===== config.mk =====
export PLATFORM = sky130hd
export DESIGN_NAME = rgb_led_driver
export DESIGN_NICKNAME = d
export VERILOG_FILES = /design/src/rtl/rgb_led_driver.sv
export SDC_FILE = /design/constraint.sdc
export NUM_CORES = 1
export LEC_CHECK = 0
export BUFFER_PORTS_ARGS = -buffer_cell sky130_fd_sc_hd__clkbuf_2
export CORE_MARGIN = 8
export CORE_UTILIZATION = 40
export DETAILED_ROUTE_END_ITERATION = 10
export PLACE_DENSITY = 0.64
export SLEW_MARGIN = 20
export SYNTH_ARGS = -nofsm -noshare
export SYNTH_HDL_FRONTEND = slang
export SYNTH_SLANG_ARGS = --single-unit

===== constraint.sdc =====
create_clock -name clock -period 2 [get_ports clock]
set_input_delay 0.1 -clock clock [delete_from_list [all_inputs] [get_ports clock]]
set_output_delay 0.1 -clock clock [all_outputs]
set_load 0.02 [all_outputs]

===== src/rtl/rgb_led_driver.sv =====
// RGB status LED driver: steady, blink and single-pulse lighting
// with per-channel PWM dimming behind a valid/ready command port.
module rgb_led_driver #(
  parameter int PWM_BITS    = 4,
  parameter int DIV         = 50000,
  parameter int BLINK_TICKS = 250,
  parameter int PULSE_TICKS = 500
) (
  input  logic                clock,
  input  logic                reset_n,
  input  logic [2:0]          color_in,
  input  logic [1:0]          mode_in,
  input  logic [PWM_BITS-1:0] bright_in,
  input  logic                cmd_valid,
  output logic                cmd_ready,
  output logic                led_r,
  output logic                led_g,
  output logic                led_b,
  output logic                busy
);

  localparam int PW   = (DIV > 2) ? $clog2(DIV) : 1;
  localparam int TMAX = (BLINK_TICKS > PULSE_TICKS) ?
                        BLINK_TICKS : PULSE_TICKS;
  localparam int TW   = $clog2(TMAX + 1);

  localparam logic [PW-1:0] PS_LAST = PW'(DIV - 1);
  localparam logic [TW-1:0] BT      = TW'(BLINK_TICKS);
  localparam logic [TW-1:0] PT      = TW'(PULSE_TICKS);
  localparam logic [PWM_BITS-1:0] BR_FULL = '1;

  typedef enum logic [2:0] {
    S_OFF,
    S_STEADY,
    S_BLINK_ON,
    S_BLINK_OFF,
    S_PULSE
  } state_e;

  state_e              state_q, state_d;
  logic [2:0]          color_q, color_d;
  logic [PWM_BITS-1:0] bright_q, bright_d;
  logic [PWM_BITS-1:0] pwm_q;
  logic [PW-1:0]       ps_q, ps_d;
  logic [TW-1:0]       tcnt_q, tcnt_d;
  logic [2:0]          led_q, led_d;
  logic [TW-1:0]       lim;

  logic accept;
  logic tick;
  logic lit;
  logic pwm_on;

  assign cmd_ready = (state_q != S_PULSE);
  assign busy      = (state_q == S_PULSE);
  assign accept    = cmd_valid && cmd_ready;
  assign tick      = (ps_q == PS_LAST);
  assign lit       = state_q inside {S_STEADY, S_BLINK_ON, S_PULSE};
  assign pwm_on    = (bright_q == BR_FULL) || (pwm_q < bright_q);
  assign lim       = (state_q == S_PULSE) ? PT : BT;

  assign led_r = led_q[2];
  assign led_g = led_q[1];
  assign led_b = led_q[0];

  always_comb begin
    state_d  = state_q;
    color_d  = color_q;
    bright_d = bright_q;
    tcnt_d   = tcnt_q;
    ps_d     = tick ? '0 : ps_q + 1'b1;
    led_d    = color_q & {3{lit && pwm_on}};
    if (accept) begin
      color_d  = color_in;
      bright_d = bright_in;
      ps_d     = '0;
      tcnt_d   = '0;
      unique case (mode_in)
        2'b00: state_d = S_OFF;
        2'b01: state_d = S_STEADY;
        2'b10: state_d = S_BLINK_ON;
        2'b11: state_d = S_PULSE;
      endcase
    end else if (tick) begin
      // Only the timed states consume ticks.
      unique case (state_q)
        S_BLINK_ON, S_BLINK_OFF, S_PULSE: begin
          if (tcnt_q + TW'(1) == lim) begin
            tcnt_d = '0;
            unique case (state_q)
              S_BLINK_ON:  state_d = S_BLINK_OFF;
              S_BLINK_OFF: state_d = S_BLINK_ON;
              default:     state_d = S_OFF;
            endcase
          end else begin
            tcnt_d = tcnt_q + TW'(1);
          end
        end
        default: ;
      endcase
    end
  end

  always_ff @(posedge clock or negedge reset_n) begin
    if (!reset_n) begin
      state_q  <= S_OFF;
      color_q  <= '0;
      bright_q <= '0;
      pwm_q    <= '0;
      ps_q     <= '0;
      tcnt_q   <= '0;
      led_q    <= '0;
    end else begin
      state_q  <= state_d;
      color_q  <= color_d;
      bright_q <= bright_d;
      pwm_q    <= pwm_q + 1'b1;
      ps_q     <= ps_d;
      tcnt_q   <= tcnt_d;
      led_q    <= led_d;
    end
  end

endmodule


==> summary.md, run 1 <==
| Metric | Value |
|---|---|
| RSZ-0062 raised after global routing | `yes` |
| Net Count, Synth | `249` |
| First-pass GRT wire length | `8.763 mm` |
| Sw power | `1.057 mW` |
| DIE AREA | `8299 um2` |
| Cell area after synthesis | `2256 um2` |
| DRC viols | `0` |
| Number of H-tree levels | `2` |
| Clock Sinks | `42` |
| GRT Overall Usage | `12.81%` |
| Worst Hold Slack | `0.01296 ns` |
| Clk buf depth | `2` |
| Initial Util | `41.22%` |
| Simple-gate share of the synthesized area | `20.58%` |
| Clock share of power | `21.8%` |
| Critical Path AT | `2.33 ns` |
| Die height | `91.10 um` |
| Distinct cells, synth | `45` |
| Fin. max-slew vios | `0` |
| VDD IR max | `0.0005559 V` |
| Seq pwr share | `35.9%` |
| CTS tree | `done` |
| Xor and xnor area share after synthesis | `7.765%` |
| Synth Area in Adders | `3.328%` |
| Setup Viol. Count Final | `11` |
| Internal Power | `2.039 mW` |
| Dpl hpwl | `3.682 mm` |
| Hold Path Class | `primary input to flop` |
| Seq/Total Area, Yosys | `46.59%` |
| Core area | `5473 um2` |
| Worst Path Class, Setup | `flop to flop` |
| Max cap viols | `0` |
| Ant diodes | `0` |
| First-pass DRT Iterations | `6` |
| Drt initial violations | `62` |
| Post-synth EDFFs | `0` |
| Die width | `91.10 um` |
| # nets final | `321` |
| Post-route setup TNS | `-0.7258 ns` |
| Rel. slew slack | `61.70%` |
| Post-route minimum period | `2.156 ns` |
| Logic pwr share | `42.2%` |
| Port bufs | `16` |
| Mean Syn Cell Area | `9.766 um2` |
| Pwr dens | `996.8 nW/um2` |
| Crit end category | `flop` |
| Clk pin slew, worst setup/hold paths | `0.08 ns` |
| Routability cong. | `0.7991` |
| Final wirelength | `5.255 mm` |
| Clock root buffer | `clkbuf_8` |
| Number of global-route vias before repair | `1863` |
| Leak | `1.455 nW` |
| TritonCTS Buffers | `5` |
| Vias | `1950` |
| Cells after Synth | `231` |
| Post-synthesis compound-gate area fraction | `13.75%` |
| Vias per cell | `5.200` |
| Hold violation total from the final report | `0` |
| Worst-path maximum fanout | `5` |
| Site Rows | `27` |
| Fin crit share | `107.8%` |
| Setup crit start kind | `flop` |
| Setup ws final | `-0.1560 ns` |
| Pin count of the biggest net entering global routing | `19` |
| Seq cells post-synth | `42` |
| I/O pin count | `17` |
| Clk Latency, worst-skew pair | `0.29 ns` |
| Multiplexer share of the synthesized area | `4.215%` |
| WP data required | `2.17 ns` |
| Synth Warn # | `0` |
| Gr ovfl total | `0` |
| Antenna violations before repair | `0` |
| Post-synth ARST share | `100.0%` |
| Layout area overhead | `37.66%` |
| Power, Total | `3.096 mW` |
| Fraction of layout cells with a size suffix above 1 | `35.64%` |
| Antenna Nets Post-Route | `0` |
| Skew final | `0.006076 ns` |
| Status | `finished, violations left` |
| Fmax | `463.8 MHz` |
| Post-synth top flop | `dfrtp_1` |
| Slew of the pin with the lowest slew margin | `0.5701 ns` |
| Failing checks | `negative setup slack` |
| Switch share | `34.14%` |
| DR WL/cell | `14.01 um` |
| Largest family of logic cells by synthesized area | `simple AND/OR/NAND/NOR gates` |
[layout by cell type (no fill, tap or decap), types with 2 or more instances in the layout]
master,n
buf_4,53
dfrtp_1,40
nand2_1,26
nor2_1,23
clkbuf_2,16
o21ai_0,13
inv_1,10
nand3_1,10
xor2_1,10
xnor2_1,10
and3_1,7
clkbuf_8,6
nor3_1,5
a21o_1,5
mux2i_1,5
ha_1,5
nand4_1,4
o211ai_1,4
a211oi_2,4
a211oi_1,3
mux2_2,3
buf_6,3
nor4bb_1,2
nand2b_1,2
a31oi_4,2
dfrtp_2,2
[worst max-delay path, cell delays in order (launching register included)]
cell and delay (ns):
dfrtp_1 0.38, or3b_4 0.45, xor2_1 0.15, o211ai_1 0.15
buf_4 0.17, o41ai_4 0.36, mux2_2 0.37
[what timing repair did]
action                     4_1_cts  5_1_grt
setup buffers                    0        7
pin swaps                        2       15
setup endpoints to repair       11       11
hold endpoints to repair        10        0
hold buffers                     1        0
resized for setup                8       19
[path summary, 6_finish.rpt]
check,slack (ns),cells past startpoint,to,start
min in group asynchronous,0.21,2,ps_q[3]$_DFF_PN0_,reset_n
max in group asynchronous,1.24,3,tcnt_q[1]$_DFFE_PN0P_,reset_n
setup reg to reg,-0.16,6,state_q[1]$_DFFE_PN0P_,state_q[0]$_DFFE_PN0P_
hold / removal,0.01,3,color_q[2]$_DFFE_PN0P_,color_in[2]
hold reg to reg,0.48,1,pwm_q[0]$_DFF_PN0_,pwm_q[0]$_DFF_PN0_
setup / recovery,-0.16,6,state_q[1]$_DFFE_PN0P_,state_q[0]$_DFFE_PN0P_
[logic make-up (layout without fill, tap and decap cells)]
family                   Yosys count  after routing
adder cells (fa/ha/maj)            6              6
multiplexers                       9              9
AO/OA/AOI/OAI                     43             43
flip-flops                        42             42
XOR/XNOR                          20             20
AND/OR/NAND/NOR                   93             93
buffers and inverters             18             90
[power groups by stage]
stage               clock network, mW  logic (mW)  registers (mW)
global placement                    0        1.21            1.13
global route                    0.722        1.43            1.14
finish                          0.675        1.31            1.11
CTS                             0.697        1.25            1.11
detailed placement                  0        1.21            1.13
floorplan                           0       0.692            1.19
[sequential cells by signal, indices dropped and copies added (netlist names)]
| register | flops |
|---|---|
| ps_q | 16 |
| tcnt_q | 9 |
| bright_q | 4 |
| pwm_q | 4 |
| color_q | 3 |
| led_q | 3 |
| state_q | 3 |
[stage by stage]
stage,worst slack (ns),cells,area (um2),utilization [%]
2_1_floorplan,-0.09702,231,2277,-
3_3_place_gp,-0.1194,360,2768,50.57
3_5_place_dp,-0.1572,360,2768,50.57
4_1_cts,-0.1634,368,2935,53.64
5_1_grt,-0.2165,375,3105,56.74
6_report,-0.1560,375,3105,56.74
[cells in the mapped netlist (2+ instances only)]
cell      count  area share [%]
a31oi_1       2            0.55
ha_1          6             3.3
nand2_1      27             4.5
dfrtp_1      42              47
a211oi_1      7             2.3
nand3_1      11             2.4
nand2b_1      2            0.55
nor2_1       23             3.8
inv_1        10             1.7
buf_2         2            0.44
mux2i_1       5             2.2
nor4bb_1      3             1.3
xor2_1       10             3.9
o211ai_1      4             1.3
a21o_1        5             1.7
o21ai_0      13             2.9
buf_6         2             1.0
nor4_1        2            0.55
mux2_2        4             2.0
xnor2_1      10             3.9
nand4_1       4             1.1
nor3_1        5             1.1
clkbuf_1      4            0.67
and3_1        7             1.9
[routing by layer]
metal | part of all wire [%] | GRT usage [%]
met1 | 48 | 16.42
met2 | 49 | 20.92
met3 | 1.8 | 2.058
met4 | 1.7 | 5.321
met5 | 0 | 0
[cell type report]
cell class / instances / area [um2]
Inverter: 10 / 37.54
Sequential cell: 42 / 1054
Clock inverter: 1 / 30.03
Fill cell: 470 / 2367
Tap cell: 72 / 90.09
Timing Repair Buffer: 73 / 521.8
Clock buffer: 6 / 82.58
Multi-Input combinational cell: 171 / 1290
No activity file was read; power rests on OpenSTA's default activity.
==> inputs of run 2 (changes only) <==
--- a/config.mk
+++ b/config.mk
@@ -14,3 +14,4 @@
 export SYNTH_ARGS = -nofsm -noshare
 export SYNTH_HDL_FRONTEND = slang
 export SYNTH_SLANG_ARGS = --single-unit
+export TNS_END_PERCENT = 30
==> summary.md, run 2 (synthesis gave the netlist of run 1 again) <==
| Metric | Value |
|---|---|
| CTS tree | `done (unchanged)` |
| GRT Overall Usage | `13.02% (was 12.81%)` |
| Drt initial violations | `70 (was 62)` |
| Worst Path Class, Setup | `flop to flop (unchanged)` |
| Leak | `1.398 nW (was 1.455 nW)` |
| DIE AREA | `8299 um2 (unchanged)` |
| Failing checks | `negative setup slack (unchanged)` |
| Reg with most FFs | `ps_q (unchanged)` |
| RSZ-0062 raised after global routing | `yes (unchanged)` |
| Slew of the pin with the lowest slew margin | `0.6425 ns (was 0.5701 ns)` |
| Hold EP | `color_q[1]$_DFFE_PN0P_ (was color_q[2]$_DFFE_PN0P_)` |
| Worst reg2reg endpoint | `state_q[0]$_DFFE_PN0P_ (was state_q[1]$_DFFE_PN0P_)` |
| Setup ws final | `-0.1151 ns (was -0.1560 ns)` |
| Hold Path Class | `primary input to flop (unchanged)` |
| Max cap viols | `0 (unchanged)` |
| First-pass DRT Iterations | `4 (was 6)` |
| DP Worst Slack | `-0.1566 ns (was -0.1572 ns)` |
| I/O pin count | `17 (unchanged)` |
| Critical Path AT | `2.30 ns (was 2.33 ns)` |
| Largest registers | `ps_q x16, tcnt_q x9 (unchanged)` |
| Crit end category | `flop (unchanged)` |
| DRC viols | `0 (unchanged)` |
| Final wirelength | `5.044 mm (was 5.255 mm)` |
| Layout area overhead | `32.72% (was 37.66%)` |
| Pin count of the biggest net entering global routing | `27 (was 19)` |
| Skew final | `0.003326 ns (was 0.006076 ns)` |
| Rel. slew slack | `57.17% (was 61.70%)` |
| Site Rows | `27 (unchanged)` |
| Pwr dens | `977.1 nW/um2 (was 996.8 nW/um2)` |
| R2R Setup Slk | `-0.12 ns (was -0.16 ns)` |
| Fraction of layout cells with a size suffix above 1 | `31.00% (was 35.64%)` |
| Number of H-tree levels | `2 (unchanged)` |
| Antenna Nets Post-Route | `0 (unchanged)` |
| Vias per cell | `5.027 (was 5.200)` |
| Dpl hpwl | `3.715 mm (was 3.682 mm)` |
| Register Area | `1051 um2 (was 1054 um2)` |
| Fin. max-slew vios | `0 (unchanged)` |
| Die width | `91.10 um (unchanged)` |
| Clk Latency, worst-skew pair | `0.29 ns (about the same)` |
| Ant diodes | `0 (unchanged)` |
| Largest register FFs | `16 (unchanged)` |
| Routability cong. | `0.7831 (was 0.7991)` |
| Worst Hold Slack | `0.01475 ns (was 0.01296 ns)` |
| Setup crit start kind | `flop (unchanged)` |
| Number of global-route vias before repair | `1849 (was 1863)` |
| DR WL/cell | `13.56 um (was 14.01 um)` |
| RR Startpoint | `tcnt_q[1]$_DFFE_PN0P_ (was state_q[0]$_DFFE_PN0P_)` |
| Hold violation total from the final report | `0 (unchanged)` |
| VDD IR max | `0.001086 V (was 0.0005559 V)` |
| Met2 Use GR | `20.98% (was 20.92%)` |
| Worst-case reg-to-reg path depth | `6 (unchanged)` |
| M3 GR Usage | `3.457% (was 2.058%)` |
| Grt peak-use layer | `met2 (unchanged)` |
| First-pass GRT wire length | `8.928 mm (was 8.763 mm)` |
| Worst-path maximum fanout | `5 (unchanged)` |
| WP data required | `2.18 ns (was 2.17 ns)` |
| Commonest cells after routing, fill and taps aside | `buf_4, dfrtp_1, nand2_1 (unchanged)` |
| Setup Viol. Count Final | `7 (was 11)` |
| Fmax | `472.8 MHz (was 463.8 MHz)` |
| # nets final | `317 (was 321)` |
| Clock Sinks | `42 (unchanged)` |
| Initial Util | `41.22% (unchanged)` |
| Gr ovfl total | `0 (unchanged)` |
| Antenna violations before repair | `0 (unchanged)` |
| Fin crit share | `105.8% (was 107.8%)` |
| Die height | `91.10 um (unchanged)` |
| Port bufs | `16 (unchanged)` |
| Clk buf depth | `2 (unchanged)` |
| TritonCTS Buffers | `5 (unchanged)` |
| Vias | `1870 (was 1950)` |
| Hold Path Origin | `color_in[1] (was color_in[2])` |
| Power, Total | `2.926 mW (was 3.096 mW)` |
| Core area | `5473 um2 (unchanged)` |
| Area occupied by multi-input gates | `1226 um2 (was 1290 um2)` |
| Clock root buffer | `clkbuf_8 (unchanged)` |
| Worst Hold Path Cells | `3 (unchanged)` |
| Status | `finished, violations left (unchanged)` |
| Placed cells | `357 (was 360)` |
| Most common cell after layout, fill and taps aside | `buf_4 (unchanged)` |
| Fill count | `488 (was 470)` |
| Routing usage on met1 | `16.87% (was 16.42%)` |
| Post-Layout Cell Count | `372 (was 375)` |
| Clk pin slew, worst setup/hold paths | `0.09 ns (was 0.08 ns)` |
| Post-route minimum period | `2.115 ns (was 2.156 ns)` |
run 2: cell count changes in the layout (fill, tap and decap cells not counted), sizes merged:
| cell | before | now |
|---|---|---|
| bufinv | 1 | 0 |
| dlygate4sd3 | 1 | 4 |
| clkinvlp | 0 | 1 |
| buf | 56 | 49 |
| clkinv | 0 | 1 |
| inv | 10 | 11 |
| clkbuf | 22 | 21 |
run 2: cell type report:
class	instances	area share, %
inverter	10	1.254
sequential	42	35.10
clock inverter	3	0.8358
timing repair buffer	69	16.55
clock buffer	5	2.298
multi-input combinational	171	40.95
tap	72	3.009
run 2: through the flow:
step                      setup TNS [ns]  util [%]  cell area [um2]
after CTS                        -0.4947     53.32             2918
after global placement           -0.2985     50.09             2741
after floorplan                  -0.2843         -             2273
after global routing              -1.284     54.71             2994
after detailed placement         -0.9319     50.09             2741
final                            -0.2427     54.71             2994
run 2: power breakdown:
part           total (mW)  internal (mW)  leakage (nW)  switching, mW
sequential           1.12           1.03         0.548         0.0921
clock               0.582          0.252        0.0447          0.329
combinational        1.22          0.557         0.805          0.663
run 2: timing repair:
action | in CTS | in global routing
hold buffers | 4 | 0
endpoints found under the setup margin | 11 | 11
endpoints found under the hold margin | 27 | 0
gates cloned | 0 | 0
gates resized for setup | 6 | 8
setup buffers | 1 | 2
pin swaps | 2 | 5
run 2: worst max-delay path, cell delays in order (launching register included):
cell and delay, ns:
dfrtp_1 0.44, ha_4 0.21, nor4bb_1 0.25, o211ai_1 0.13
a22o_1 0.26, o41ai_4 0.33, mux2_2 0.38
run 2: how the worst max path moves through the flow:
| stage | startpoint | cells past startpoint | end | slack, ns |
|---|---|---|---|---|
| after floorplan | state_q[1]$_DFFE_PN0P_ | 6 | state_q[0]$_DFFE_PN0P_ | -0.1 |
| after global placement | tcnt_q[1]$_DFFE_PN0P_ | 6 | state_q[0]$_DFFE_PN0P_ | -0.07 |
| after detailed placement | state_q[1]$_DFFE_PN0P_ | 6 | tcnt_q[4]$_DFFE_PN0P_ | -0.16 |
| after CTS | tcnt_q[1]$_DFFE_PN0P_ | 6 | state_q[1]$_DFFE_PN0P_ | -0.14 |
| after global routing | tcnt_q[1]$_DFFE_PN0P_ | 6 | state_q[0]$_DFFE_PN0P_ | -0.21 |
| final | tcnt_q[1]$_DFFE_PN0P_ | 6 | state_q[0]$_DFFE_PN0P_ | -0.12 |
run 2: metal layers:
| metal | wire [um] | part of all wire [%] |
|---|---|---|
| met2 | 2426 | 48 |
| met3 | 130 | 2.6 |
| met4 | 38 | 0.75 |
| met5 | 0 | 0 |
| met1 | 2448 | 49 |
==> inputs of run 3 (changes only) <==
--- a/config.mk
+++ b/config.mk
@@ -5,11 +5,13 @@
 export SDC_FILE = /design/constraint.sdc
 export NUM_CORES = 1
 export LEC_CHECK = 0
+export ABC_AREA = 1
 export BUFFER_PORTS_ARGS = -buffer_cell sky130_fd_sc_hd__clkbuf_2
+export CAP_MARGIN = 20
 export CORE_MARGIN = 8
 export CORE_UTILIZATION = 40
 export DETAILED_ROUTE_END_ITERATION = 10
-export PLACE_DENSITY = 0.64
+export PLACE_DENSITY = 0.65
 export SLEW_MARGIN = 20
 export SYNTH_ARGS = -nofsm -noshare
 export SYNTH_HDL_FRONTEND = slang
==> summary.md, run 3 <==
| Metric | Value |
|---|---|
| RSZ-0062 raised after global routing | `no (was yes)` |
| Worst Hold Slack | `0.01760 ns (was 0.01475 ns)` |
| Core area | `5507 um2 (was 5473 um2)` |
| Largest registers | `ps_q x16, tcnt_q x9 (unchanged)` |
| Rel. slew slack | `55.33% (was 57.17%)` |
| Critical Path AT | `1.90 ns (was 2.30 ns)` |
| Pwr dens | `1189 nW/um2 (was 977.1 nW/um2)` |
| Slowest-stage cell, CP | `dfrtp_1 (unchanged)` |
| First-pass GRT wire length | `7.838 mm (was 8.928 mm)` |
| Hold violation total from the final report | `0 (unchanged)` |
| Initial Util | `41.35% (was 41.22%)` |
| VDD IR max | `0.0005124 V (was 0.001086 V)` |
| Crit path max-delay family | `simple AND/OR/NAND/NOR gates (was compound AO/OA/AOI/OAI gates)` |
| DIE AREA | `8363 um2 (was 8299 um2)` |
| First-pass DRT Iterations | `4 (unchanged)` |
| Commonest cells post-synth | `nand2_1, dfrtp_1, inv_1 (was dfrtp_1, nand2_1, nor2_1)` |
| # nets final | `337 (was 317)` |
| Ant diodes | `0 (unchanged)` |
| Commonest cells after routing, fill and taps aside | `nand2_1, dfrtp_1, inv_1 (was buf_4, dfrtp_1, nand2_1)` |
| Reg with most FFs | `ps_q (unchanged)` |
| Most numerous cell in the Yosys netlist | `nand2_1 (was dfrtp_1)` |
| Post-DP Area | `2454 um2 (was 2741 um2)` |
| CP dominant cell by count | `nand2_1` |
| DR WL/cell | `11.21 um (was 13.56 um)` |
| Clk buf depth | `2 (unchanged)` |
| Most common cell after layout, fill and taps aside | `nand2_1 (was buf_4)` |
| Post-route minimum period | `1.721 ns (was 2.115 ns)` |
| Number of H-tree levels | `2 (unchanged)` |
| Synth Warn # | `0 (unchanged)` |
| Fmax | `580.9 MHz (was 472.8 MHz)` |
| Drt initial violations | `85 (was 70)` |
| Mean Syn Cell Area | `7.746 um2 (was 9.766 um2)` |
| Pin count of the biggest net entering global routing | `27 (unchanged)` |
| Vias per cell | `4.785 (was 5.027)` |
| Seq cells post-synth | `42 (unchanged)` |
| Crit end category | `flop (unchanged)` |
| Yosys top cell by area | `dfrtp_1 (unchanged)` |
| Critical-path cell list | `ha_1 -> nand2_1 -> nor2_2 -> nand3_1 -> nor3_2 -> nor2_2 -> nor2_2 -> buf_4 -> nand2_1 -> nand2_1 -> nand2_1 (was ha_4 -> nor4bb_1 -> o211ai_1 -> a22o_1 -> o41ai_4 -> mux2_2)` |
| Hold Path Class | `primary input to flop (unchanged)` |
| Worst Path Buf+Inv | `1 (was 0)` |
| Worst-path maximum fanout | `5 (unchanged)` |
| Seq/Total Area, Yosys | `46.15% (was 46.59%)` |
| Post-route setup TNS | `0 ns (was -0.2427 ns)` |
| Cell area after layout | `2550 um2 (was 2994 um2)` |
| Clk Latency, worst-skew pair | `0.29 ns (about the same)` |
| Cell area after synthesis | `2277 um2 (was 2256 um2)` |
| Die height | `91.45 um (was 91.10 um)` |
| Slew of the pin with the lowest slew margin | `0.6701 ns (was 0.6425 ns)` |
| Leak | `1.234 nW (was 1.398 nW)` |
| Distinct cells, synth | `30 (was 45)` |
| Post-synth top flop | `dfrtp_1 (unchanged)` |
| Post-synth ARST share | `100.0% (unchanged)` |
| Fin crit share | `86.07% (was 105.8%)` |
| Setup crit start kind | `flop (unchanged)` |
| Site Rows | `27 (unchanged)` |
| Cells after Synth | `294 (was 231)` |
| Skew final | `0.008076 ns (was 0.003326 ns)` |
| Final Core Density | `46.31% (was 54.71%)` |
| DRC viols | `0 (unchanged)` |
| Clock Sinks | `42 (unchanged)` |
| Post-CTS Setup Bufs | `0 (was 1)` |
| Vias | `1866 (was 1870)` |
| R2R Setup Slk | `0.28 ns (was -0.12 ns)` |
| Fraction of layout cells with a size suffix above 1 | `15.41% (was 31.00%)` |
| Final wirelength | `4.373 mm (was 5.044 mm)` |
| Post-synth top area share | `46.15% (was 46.59%)` |
| Gr ovfl total | `0 (unchanged)` |
| CTS tree | `done (unchanged)` |
| Largest register FFs | `16 (unchanged)` |
| Power, Total | `3.033 mW (was 2.926 mW)` |
| Post-synth EDFFs | `0 (unchanged)` |
| Max cap viols | `0 (unchanged)` |
| Clk pin slew, worst setup/hold paths | `0.08 ns (was 0.09 ns)` |
| Synth area leaders | `dfrtp_1, nand2_1, inv_1 (was dfrtp_1, nand2_1, xnor2_1)` |
| Antenna violations before repair | `0 (unchanged)` |
| GRT Overall Usage | `11.26% (was 13.02%)` |
| Fin. max-slew vios | `0 (unchanged)` |
| Number of global-route vias before repair | `1820 (was 1849)` |
| Status | `completed (was finished, violations left)` |
| WP data required | `2.18 ns (about the same)` |
| Antenna Nets Post-Route | `0 (unchanged)` |
| Setup Viol. Count Final | `0 (was 7)` |
| Slowest cell delay on critical path | `0.38 ns (was 0.44 ns)` |
| Routability cong. | `0.8395 (was 0.7831)` |
| Clock root buffer | `clkbuf_8 (unchanged)` |
| Dpl hpwl | `3.330 mm (was 3.715 mm)` |
| Net Count, Synth | `312 (was 249)` |
| I/O pin count | `17 (unchanged)` |
| Port bufs | `16 (unchanged)` |
| Worst Path Class, Setup | `flop to flop (unchanged)` |
| Layout area overhead | `11.98% (was 32.72%)` |
| Die width | `91.45 um (was 91.10 um)` |
| TritonCTS Buffers | `5 (unchanged)` |
-- run 3: kinds of logic (layout without fill, tap and decap cells) --
group                    after synthesis  count (layout)  share of synthesized area (%)
AO/OA/AOI/OAI                         37              37                          9.011
buffers and inverters                 50              74                          9.450
flip-flops                            42              42                          46.15
XOR/XNOR                               3               3                          1.154
adder cells (fa/ha/maj)                6               6                          3.297
AND/OR/NAND/NOR                      156             156                          30.93
-- run 3: per-stage QoR --
step	worst slack [ns]	instances
final	0.2786	390
after global routing	0.006039	390
after CTS	0.2419	390
after detailed placement	0.2524	383
after global placement	0.2810	383
after floorplan	0.4556	294
-- run 3: timing repair --
action,4_1_cts,5_1_grt
hold buffers,1,0
endpoints found under the hold margin,24,0
endpoints found under the setup margin,0,1
gates resized for setup,0,1
-- run 3: layout make-up --
type                            instances  area [um2]
Fill cell                             536        2957
Sequential cell                        42        1051
Multi-Input combinational cell        202        1011
Inverter                               43       161.4
Timing Repair Buffer                   25       153.9
Tap cell                               72       90.09
Clock buffer                            6       82.58
-- run 3: power by group --
group | leakage [nW] | internal, mW | switching, mW
logic | 0.636 | 0.441 | 0.767
clock network | 0.0431 | 0.266 | 0.270
registers | 0.555 | 1.08 | 0.206
-- run 3: final timing paths --
check | cells past startpoint | from | endpoint
max in group asynchronous | 3 | reset_n | led_q[1]$_DFF_PN0_
worst max register to register | 11 | ps_q[0]$_DFF_PN0_ | state_q[0]$_DFFE_PN0P_
worst max-delay path | 11 | ps_q[0]$_DFF_PN0_ | state_q[0]$_DFFE_PN0P_
min in group asynchronous | 2 | reset_n | tcnt_q[3]$_DFFE_PN0P_
worst min register to register | 1 | pwm_q[0]$_DFF_PN0_ | pwm_q[0]$_DFF_PN0_
worst min-delay path | 3 | bright_in[3] | bright_q[3]$_DFFE_PN0P_
-- run 3: worst reg2reg max path, delay by kind of cell, from the launching register on --
family / cells / cell delay, ns
fa+ha+maj: 1 / 0.18
flops: 1 / 0.38
simple gates: 9 / 0.89
buf+inv: 1 / 0.16
-- run 3: routing by layer --
metal / vias up / part of all wire [%] / track usage [%] / wire length, um
met3: 2 / 4.6 / 3.457 / 200
li1: 984 / - / - / -
met5: - / 0 / 0 / 0
met2: 28 / 46 / 18.13 / 2030
met1: 852 / 48 / 13.54 / 2095
met4: 0 / 1.1 / 4.911 / 46
